**config.mk**
```make
export PLATFORM = sky130hd
export DESIGN_NAME = mem_access_unit
export DESIGN_NICKNAME = d
export VERILOG_FILES = /design/src/rtl/lsu_pkg.sv /design/src/rtl/load_format.sv /design/src/rtl/mem_access_unit.sv
export SDC_FILE = /design/constraint.sdc
export NUM_CORES = 1
export LEC_CHECK = 0
export CORE_UTILIZATION = 50
export DETAILED_ROUTE_END_ITERATION = 6
export PLACE_DENSITY = 0.94
export SLEW_MARGIN = 10
export SYNTH_ARGS = -nofsm -noshare
export SYNTH_HDL_FRONTEND = slang
export SYNTH_SLANG_ARGS = --single-unit
export TNS_END_PERCENT = 20
```
**constraint.sdc**
```tcl
create_clock -name clk -period 4.23 [get_ports clk]
set_input_delay 0.423 -clock clk [delete_from_list [all_inputs] [get_ports clk]]
set_output_delay 0.423 -clock clk [all_outputs]
set_load 0.005 [all_outputs]
```
**src/rtl/lsu_pkg.sv**
```systemverilog
// Shared definitions for the load/store unit: funct3 encodings, access size
// decode and the access FSM state type.
package lsu_pkg;

   localparam logic [2:0] F3_B  = 3'b000;
   localparam logic [2:0] F3_H  = 3'b001;
   localparam logic [2:0] F3_W  = 3'b010;
   localparam logic [2:0] F3_BU = 3'b100;
   localparam logic [2:0] F3_HU = 3'b101;

   typedef enum logic [1:0] {
      ST_IDLE = 2'd0,
      ST_ACC1 = 2'd1,
      ST_ACC2 = 2'd2,
      ST_DONE = 2'd3
   } state_e;

   // Access size in bytes (1, 2 or 4); only meaningful for legal encodings.
   function automatic logic [2:0] fun3_size(input logic [2:0] fun3);
      case (fun3[1:0])
         2'b00:   return 3'd1;
         2'b01:   return 3'd2;
         default: return 3'd4;
      endcase
   endfunction

   // Unsigned variants only exist for loads.
   function automatic logic fun3_illegal(input logic [2:0] fun3, input logic we);
      return (fun3 == 3'b011) || (fun3[2:1] == 2'b11) || (fun3[2] && we);
   endfunction

endpackage

```
**src/rtl/load_format.sv**
```systemverilog
// Combinational load formatter: aligns the two-word read image by the byte
// offset, truncates to the access size and sign- or zero-extends.
module load_format
   import lsu_pkg::*;
(
   input  logic [2:0]  fun3,
   input  logic [1:0]  offset,
   input  logic [63:0] image,
   output logic [31:0] rdata
);

   logic [31:0] shifted;

   always_comb begin
      shifted = 32'(image >> {offset, 3'b000});
      case (fun3)
         F3_B:    rdata = {{24{shifted[7]}}, shifted[7:0]};
         F3_H:    rdata = {{16{shifted[15]}}, shifted[15:0]};
         F3_BU:   rdata = {24'h0, shifted[7:0]};
         F3_HU:   rdata = {16'h0, shifted[15:0]};
         default: rdata = shifted;
      endcase
   end

endmodule

```
**src/rtl/mem_access_unit.sv**
```systemverilog
// Byte/half/word load-store unit in front of a 32-bit word memory port;
// word-crossing accesses are split into two word accesses or rejected.
module mem_access_unit
   import lsu_pkg::*;
#(
   parameter bit ALLOW_MISALIGNED = 1'b1
) (
   input  logic        clk,
   input  logic        reset,
   input  logic        req_valid,
   output logic        req_ready,
   input  logic        req_we,
   input  logic [2:0]  req_fun3,
   input  logic [31:0] req_addr,
   input  logic [31:0] req_wdata,
   output logic        rsp_valid,
   output logic        rsp_err,
   output logic [31:0] rsp_rdata,
   output logic        mem_req,
   output logic        mem_we,
   output logic [31:0] mem_addr,
   output logic [3:0]  mem_be,
   output logic [31:0] mem_wdata,
   input  logic [31:0] mem_rdata
);

   state_e      state_q, state_d;
   logic        we_q, we_d;
   logic [2:0]  fun3_q, fun3_d;
   logic [31:0] addr_q, addr_d;
   logic [31:0] wdata_q, wdata_d;
   logic        err_q, err_d;
   logic [31:0] lo_q, lo_d;
   logic [31:0] rdata_q, rdata_d;

   logic [2:0]  size;
   logic [1:0]  offset;
   logic        crossing;
   logic [7:0]  mask;
   logic [63:0] image;
   logic [31:0] word_addr;
   logic [2:0]  req_size;
   logic        req_cross;
   logic        req_err;
   logic [63:0] fmt_image;
   logic [31:0] fmt_rdata;

   always_comb begin
      size      = fun3_size(fun3_q);
      offset    = addr_q[1:0];
      crossing  = ({2'b00, offset} + {1'b0, size}) > 4'd4;
      mask      = ((8'd1 << size) - 8'd1) << offset;
      image     = {32'h0, wdata_q} << {offset, 3'b000};
      word_addr = {addr_q[31:2], 2'b00};
      req_size  = fun3_size(req_fun3);
      req_cross = ({2'b00, req_addr[1:0]} + {1'b0, req_size}) > 4'd4;
      req_err   = fun3_illegal(req_fun3, req_we) || (!ALLOW_MISALIGNED && req_cross);
   end

   // The upper word of a split load arrives in ACC2; the lower one was kept in lo_q.
   assign fmt_image = (state_q == ST_ACC2) ? {mem_rdata, lo_q} : {32'h0, mem_rdata};

   load_format u_load_format (
      .fun3   (fun3_q),
      .offset (offset),
      .image  (fmt_image),
      .rdata  (fmt_rdata)
   );

   always_comb begin
      state_d = state_q;
      we_d    = we_q;
      fun3_d  = fun3_q;
      addr_d  = addr_q;
      wdata_d = wdata_q;
      err_d   = err_q;
      lo_d    = lo_q;
      rdata_d = rdata_q;
      case (state_q)
         ST_IDLE: begin
            if (req_valid) begin
               we_d    = req_we;
               fun3_d  = req_fun3;
               addr_d  = req_addr;
               wdata_d = req_wdata;
               err_d   = req_err;
               rdata_d = 32'h0;
               state_d = req_err ? ST_DONE : ST_ACC1;
            end
         end
         ST_ACC1: begin
            lo_d = mem_rdata;
            if (crossing) begin
               state_d = ST_ACC2;
            end else begin
               state_d = ST_DONE;
               rdata_d = we_q ? 32'h0 : fmt_rdata;
            end
         end
         ST_ACC2: begin
            state_d = ST_DONE;
            rdata_d = we_q ? 32'h0 : fmt_rdata;
         end
         default: state_d = ST_IDLE;
      endcase
   end

   always_ff @(posedge clk) begin
      if (reset) begin
         state_q <= ST_IDLE;
         we_q    <= 1'b0;
         fun3_q  <= 3'b000;
         addr_q  <= 32'h0;
         wdata_q <= 32'h0;
         err_q   <= 1'b0;
         lo_q    <= 32'h0;
         rdata_q <= 32'h0;
      end else begin
         state_q <= state_d;
         we_q    <= we_d;
         fun3_q  <= fun3_d;
         addr_q  <= addr_d;
         wdata_q <= wdata_d;
         err_q   <= err_d;
         lo_q    <= lo_d;
         rdata_q <= rdata_d;
      end
   end

   // Reset gates the strobes combinationally so an abandoned access never writes.
   always_comb begin
      req_ready = (state_q == ST_IDLE);
      rsp_valid = (state_q == ST_DONE) && !reset;
      rsp_err   = rsp_valid && err_q;
      rsp_rdata = rdata_q;
      mem_req   = ((state_q == ST_ACC1) || (state_q == ST_ACC2)) && !reset;
      mem_we    = mem_req && we_q;
      mem_addr  = (state_q == ST_ACC2) ? (word_addr + 32'd4) : word_addr;
      mem_be    = 4'b0000;
      mem_wdata = 32'h0;
      if (mem_req) begin
         mem_be    = (state_q == ST_ACC2) ? mask[7:4] : mask[3:0];
         mem_wdata = (state_q == ST_ACC2) ? image[63:32] : image[31:0];
      end
   end

endmodule

```
==> key figures <==
Timing
  – Final hold slack: 0.4552 ns
  – F_max: 0.2658 GHz
  – Final Setup Violations: 0
  – Relative slew slack: 23.40%
  – Final number of hold-violating endpoints: 0
  – Skew final: 0.01199 ns
  – Setup TNS: 0 ns
  – Part of the cycle the worst path needs: 88.93%
  – Slew @ Worst Pin: 1.149 ns
  – Final Max Tran Viols: 0
  – Tmin final: 3.762 ns
  – RSZ-0062 raised after global routing: false

Power and ir drop
  – Combinational power share: 45.1%
  – Int Power: 3620 uW
  – Pwr dens: 559.6 nW/um^2
  – Clock share of power: 23.9%
  – Worst vdd ir: 0.4118 mV
  – Pleak: 0.003723 uW
  – Sw frac: 39.52%
  – P_sw: 2365 uW
  – Sequential Power Share: 31.0%

Placement
  – Cell Count Post-Placement: 1340
  – DP Area: 10120 um^2
  – Routability cong.: 0.9208
  – IO buf count: 205
  – Post-DP HPWL: 17080 um

Yosys
  – Post-synth cell types: 54
  – #FFs+latches synth: 135
  – Asr flop ratio synth: 0%
  – Mapped Cells: 992
  – Mean Syn Cell Area: 8.153 um^2
  – Register area share after synthesis: 33.42%
  – Ys Warns: 0
  – Post-synth top flop: dfxtp_1
  – EDFF count, synth: 0
  – Synth Cell Area: 8088 um^2

Final layout
  – Area Growth Syn to Fin: 32.26%
  – Fraction of layout cells with a size suffix above 1: 8.304%
  – Register area: 2709 um^2
  – Footprint of the multi-input gates: 4985 um^2
  – Post-route insts no fill: 1372
  – Final net count: 1257
  – Final Cell Area: 10700 um^2
  – Fillcell total: 1201
  – Most common cell after layout, fill and taps aside: clkdlybuf4s50_1
  – Most frequent cells in the layout: 204 x clkdlybuf4s50_1, 169 x nand2_1, 132 x dfxtp_1
  – Diode count: 0

GRT
  – Largest net degree at the start of global routing: 71
  – Grt met2 use: 49.34%
  – Total GRT Usage: 29.44%
  – Most Used Layer, Global Route: met2
  – Vias in the first global route: 7624
  – First-pass GRT wire length: 38210 um
  – Initial antenna violation count: 0
  – Remaining Overflow, GRT: 0
  – GRT met1 Usage: 35.21%
  – Global Route met3 Usage: 6.978%

CTS
  – Clk slew on worst S/H paths: 0.06 ns
  – Cts bufs inserted: 17
  – Clk_lat worst skew: 0.44 ns
  – H-tree depth: 4
  – CTS sink cnt: 135
  – Clock buffer depth: 2
  – TritonCTS clock tree: done
  – Setup bufs post-CTS: 0
  – Clock root cell: clkbuf_16

Flow run
  – Max_cap viols: 0

Setup path
  – R2r setup slk: 0.81 ns
  – Crit path DAT: 3.34 ns
  – Kind of critical path: reg -> out
  – CP startpoint kind: flop
  – Endpoint type of the worst setup path: output pin
  – Reg2Reg Depth: 9
  – Critical path fanouts, max: 25
  – Worst path required time: 3.81 ns

Drt
  – Routed vias: 8141
  – WL final: 24610 um
  – Iter 0 DRT Violations: 775
  – # DRC: 0
  – TritonRoute pass-1 iters: 5
  – Avg WL per Cell: 17.94 um
  – Via-per-instance ratio: 5.934
  – Routed Antenna Nets: 0

Floorplan
  – Ports: 208
  – Die H: 129.2 um
  – CORE AREA: 15830 um^2
  – Chip width: 129.2 um
  – FP Rows: 46
  – Initial Utilization: 51.10%
  – Die outline area: 16690 um^2

Min path
  – Hold path cells: 2
  – Hold crit path type: reg -> reg

Outcome
  – Status: finished, final reports clean
## logic make-up (layout without fill, tap and decap cells)
group,after synthesis,after routing,share of synthesized area (%)
compound gates,226,226,18.18
simple gates,358,358,19.35
fa+ha+maj,11,11,1.702
buf+inv,93,256,5.182
xor+xnor,30,30,3.249
mux,138,138,18.87
flops,135,135,33.42
other cells,1,2,0.04637
## what timing repair did
action                                  4_1_cts  5_1_grt
resized for setup                             0        1
endpoints found under the setup margin        0        2
hold buffers                                  0        0
## critical path, cell delays in order, from the launching register on
cell and delay (ns):
dfxtp_2 0.46, nor2_1 0.67, inv_1 0.19, ha_1 0.34
nand3_1 0.13, o211ai_1 0.10, a2bb2oi_1 0.24, a21oi_1 0.09
nor2_1 0.12, clkdlybuf4s50_1 0.57
## final cells by class
type,instances,area share (%)
multi-input cells,765,46.60
inverters,7,0.2456
flip-flops and latches,135,25.32
clock inverters,15,1.322
repair buffers,217,20.00
well taps,216,2.527
clock buffers,17,3.977
## metal layers
| layer | up-vias | wire length [um] |
|---|---|---|
| li1 | 3836 | - |
| met1 | 3842 | 9936 |
| met2 | 398 | 11800 |
| met3 | 65 | 2007 |
| met4 | 0 | 872 |
| met5 | - | 0 |
## Yosys cell counts (2+ instances only)
| cell | instances | area (um^2) |
|---|---|---|
| nor3b_1 | 2 | 15.01 |
| nand4_1 | 10 | 62.56 |
| a32o_1 | 16 | 160.2 |
| or3_1 | 2 | 12.51 |
| dfxtp_1 | 135 | 2703 |
| buf_1 | 14 | 52.55 |
| ha_1 | 11 | 137.6 |
| a22o_1 | 8 | 70.07 |
| mux2_2 | 26 | 292.8 |
| nand3_1 | 21 | 105.1 |
| and3_1 | 3 | 18.77 |
| buf_6 | 4 | 45.04 |
| inv_1 | 6 | 22.52 |
| a22oi_1 | 9 | 67.56 |
| clkbuf_1 | 48 | 180.2 |
| a31oi_1 | 8 | 50.05 |
| nor3_1 | 11 | 55.05 |
| and2_1 | 7 | 43.79 |
| nor2_1 | 101 | 379.1 |
| o21a_1 | 14 | 105.1 |
| a211oi_1 | 9 | 67.56 |
| mux2i_1 | 103 | 1031 |
| a21oi_1 | 103 | 515.5 |
| buf_4 | 6 | 45.04 |
| nand3b_1 | 2 | 15.01 |
| xnor2_1 | 23 | 201.4 |
| mux4_2 | 9 | 202.7 |
| buf_2 | 14 | 70.07 |
| nor2b_1 | 5 | 31.28 |
| and4_1 | 4 | 35.03 |
| o221ai_1 | 16 | 140.1 |
| o211ai_1 | 2 | 15.01 |
| or4_1 | 8 | 60.06 |
| o22ai_1 | 8 | 50.05 |
| xor2_1 | 7 | 61.31 |
| o21ai_0 | 19 | 95.09 |
| a221oi_1 | 7 | 61.31 |
| nand2_1 | 170 | 638.1 |
| nand2b_1 | 6 | 37.54 |
## final timing paths
check | to | start
setup reg to reg | rsp_rdata[31] | fun3_q[1]
setup / recovery | mem_be[3] | fun3_q[1]
hold reg to reg | err_q | err_q
hold / removal | err_q | err_q
## metrics by stage
step | worst slack [ns] | utilization (%) | power [uW]
2_1_floorplan | 1.007 | - | 3575
3_3_place_gp | 0.7886 | 63.97 | 4427
3_5_place_dp | 0.5568 | 63.97 | 4516
4_1_cts | 0.3182 | 67.55 | 5951
5_1_grt | 0.2372 | 67.58 | 6301
6_report | 0.4684 | 67.58 | 5986
## registers in the layout, indices dropped and copies added (netlist names)
name and flops:
addr_q 32, lo_q 32, rsp_rdata 32, wdata_q 32
fun3_q 3, state_q 2, err_q 1, we_q 1
## power groups by stage
stage,registers (uW),logic [uW],clock network (uW)
after floorplan,1760,1820,0
after global placement,1850,2570,0
after detailed placement,1870,2640,0
after CTS,1850,2660,1440
after global routing,1900,2910,1490
final,1860,2700,1430
No activity file was read; power rests on OpenSTA's default activity.
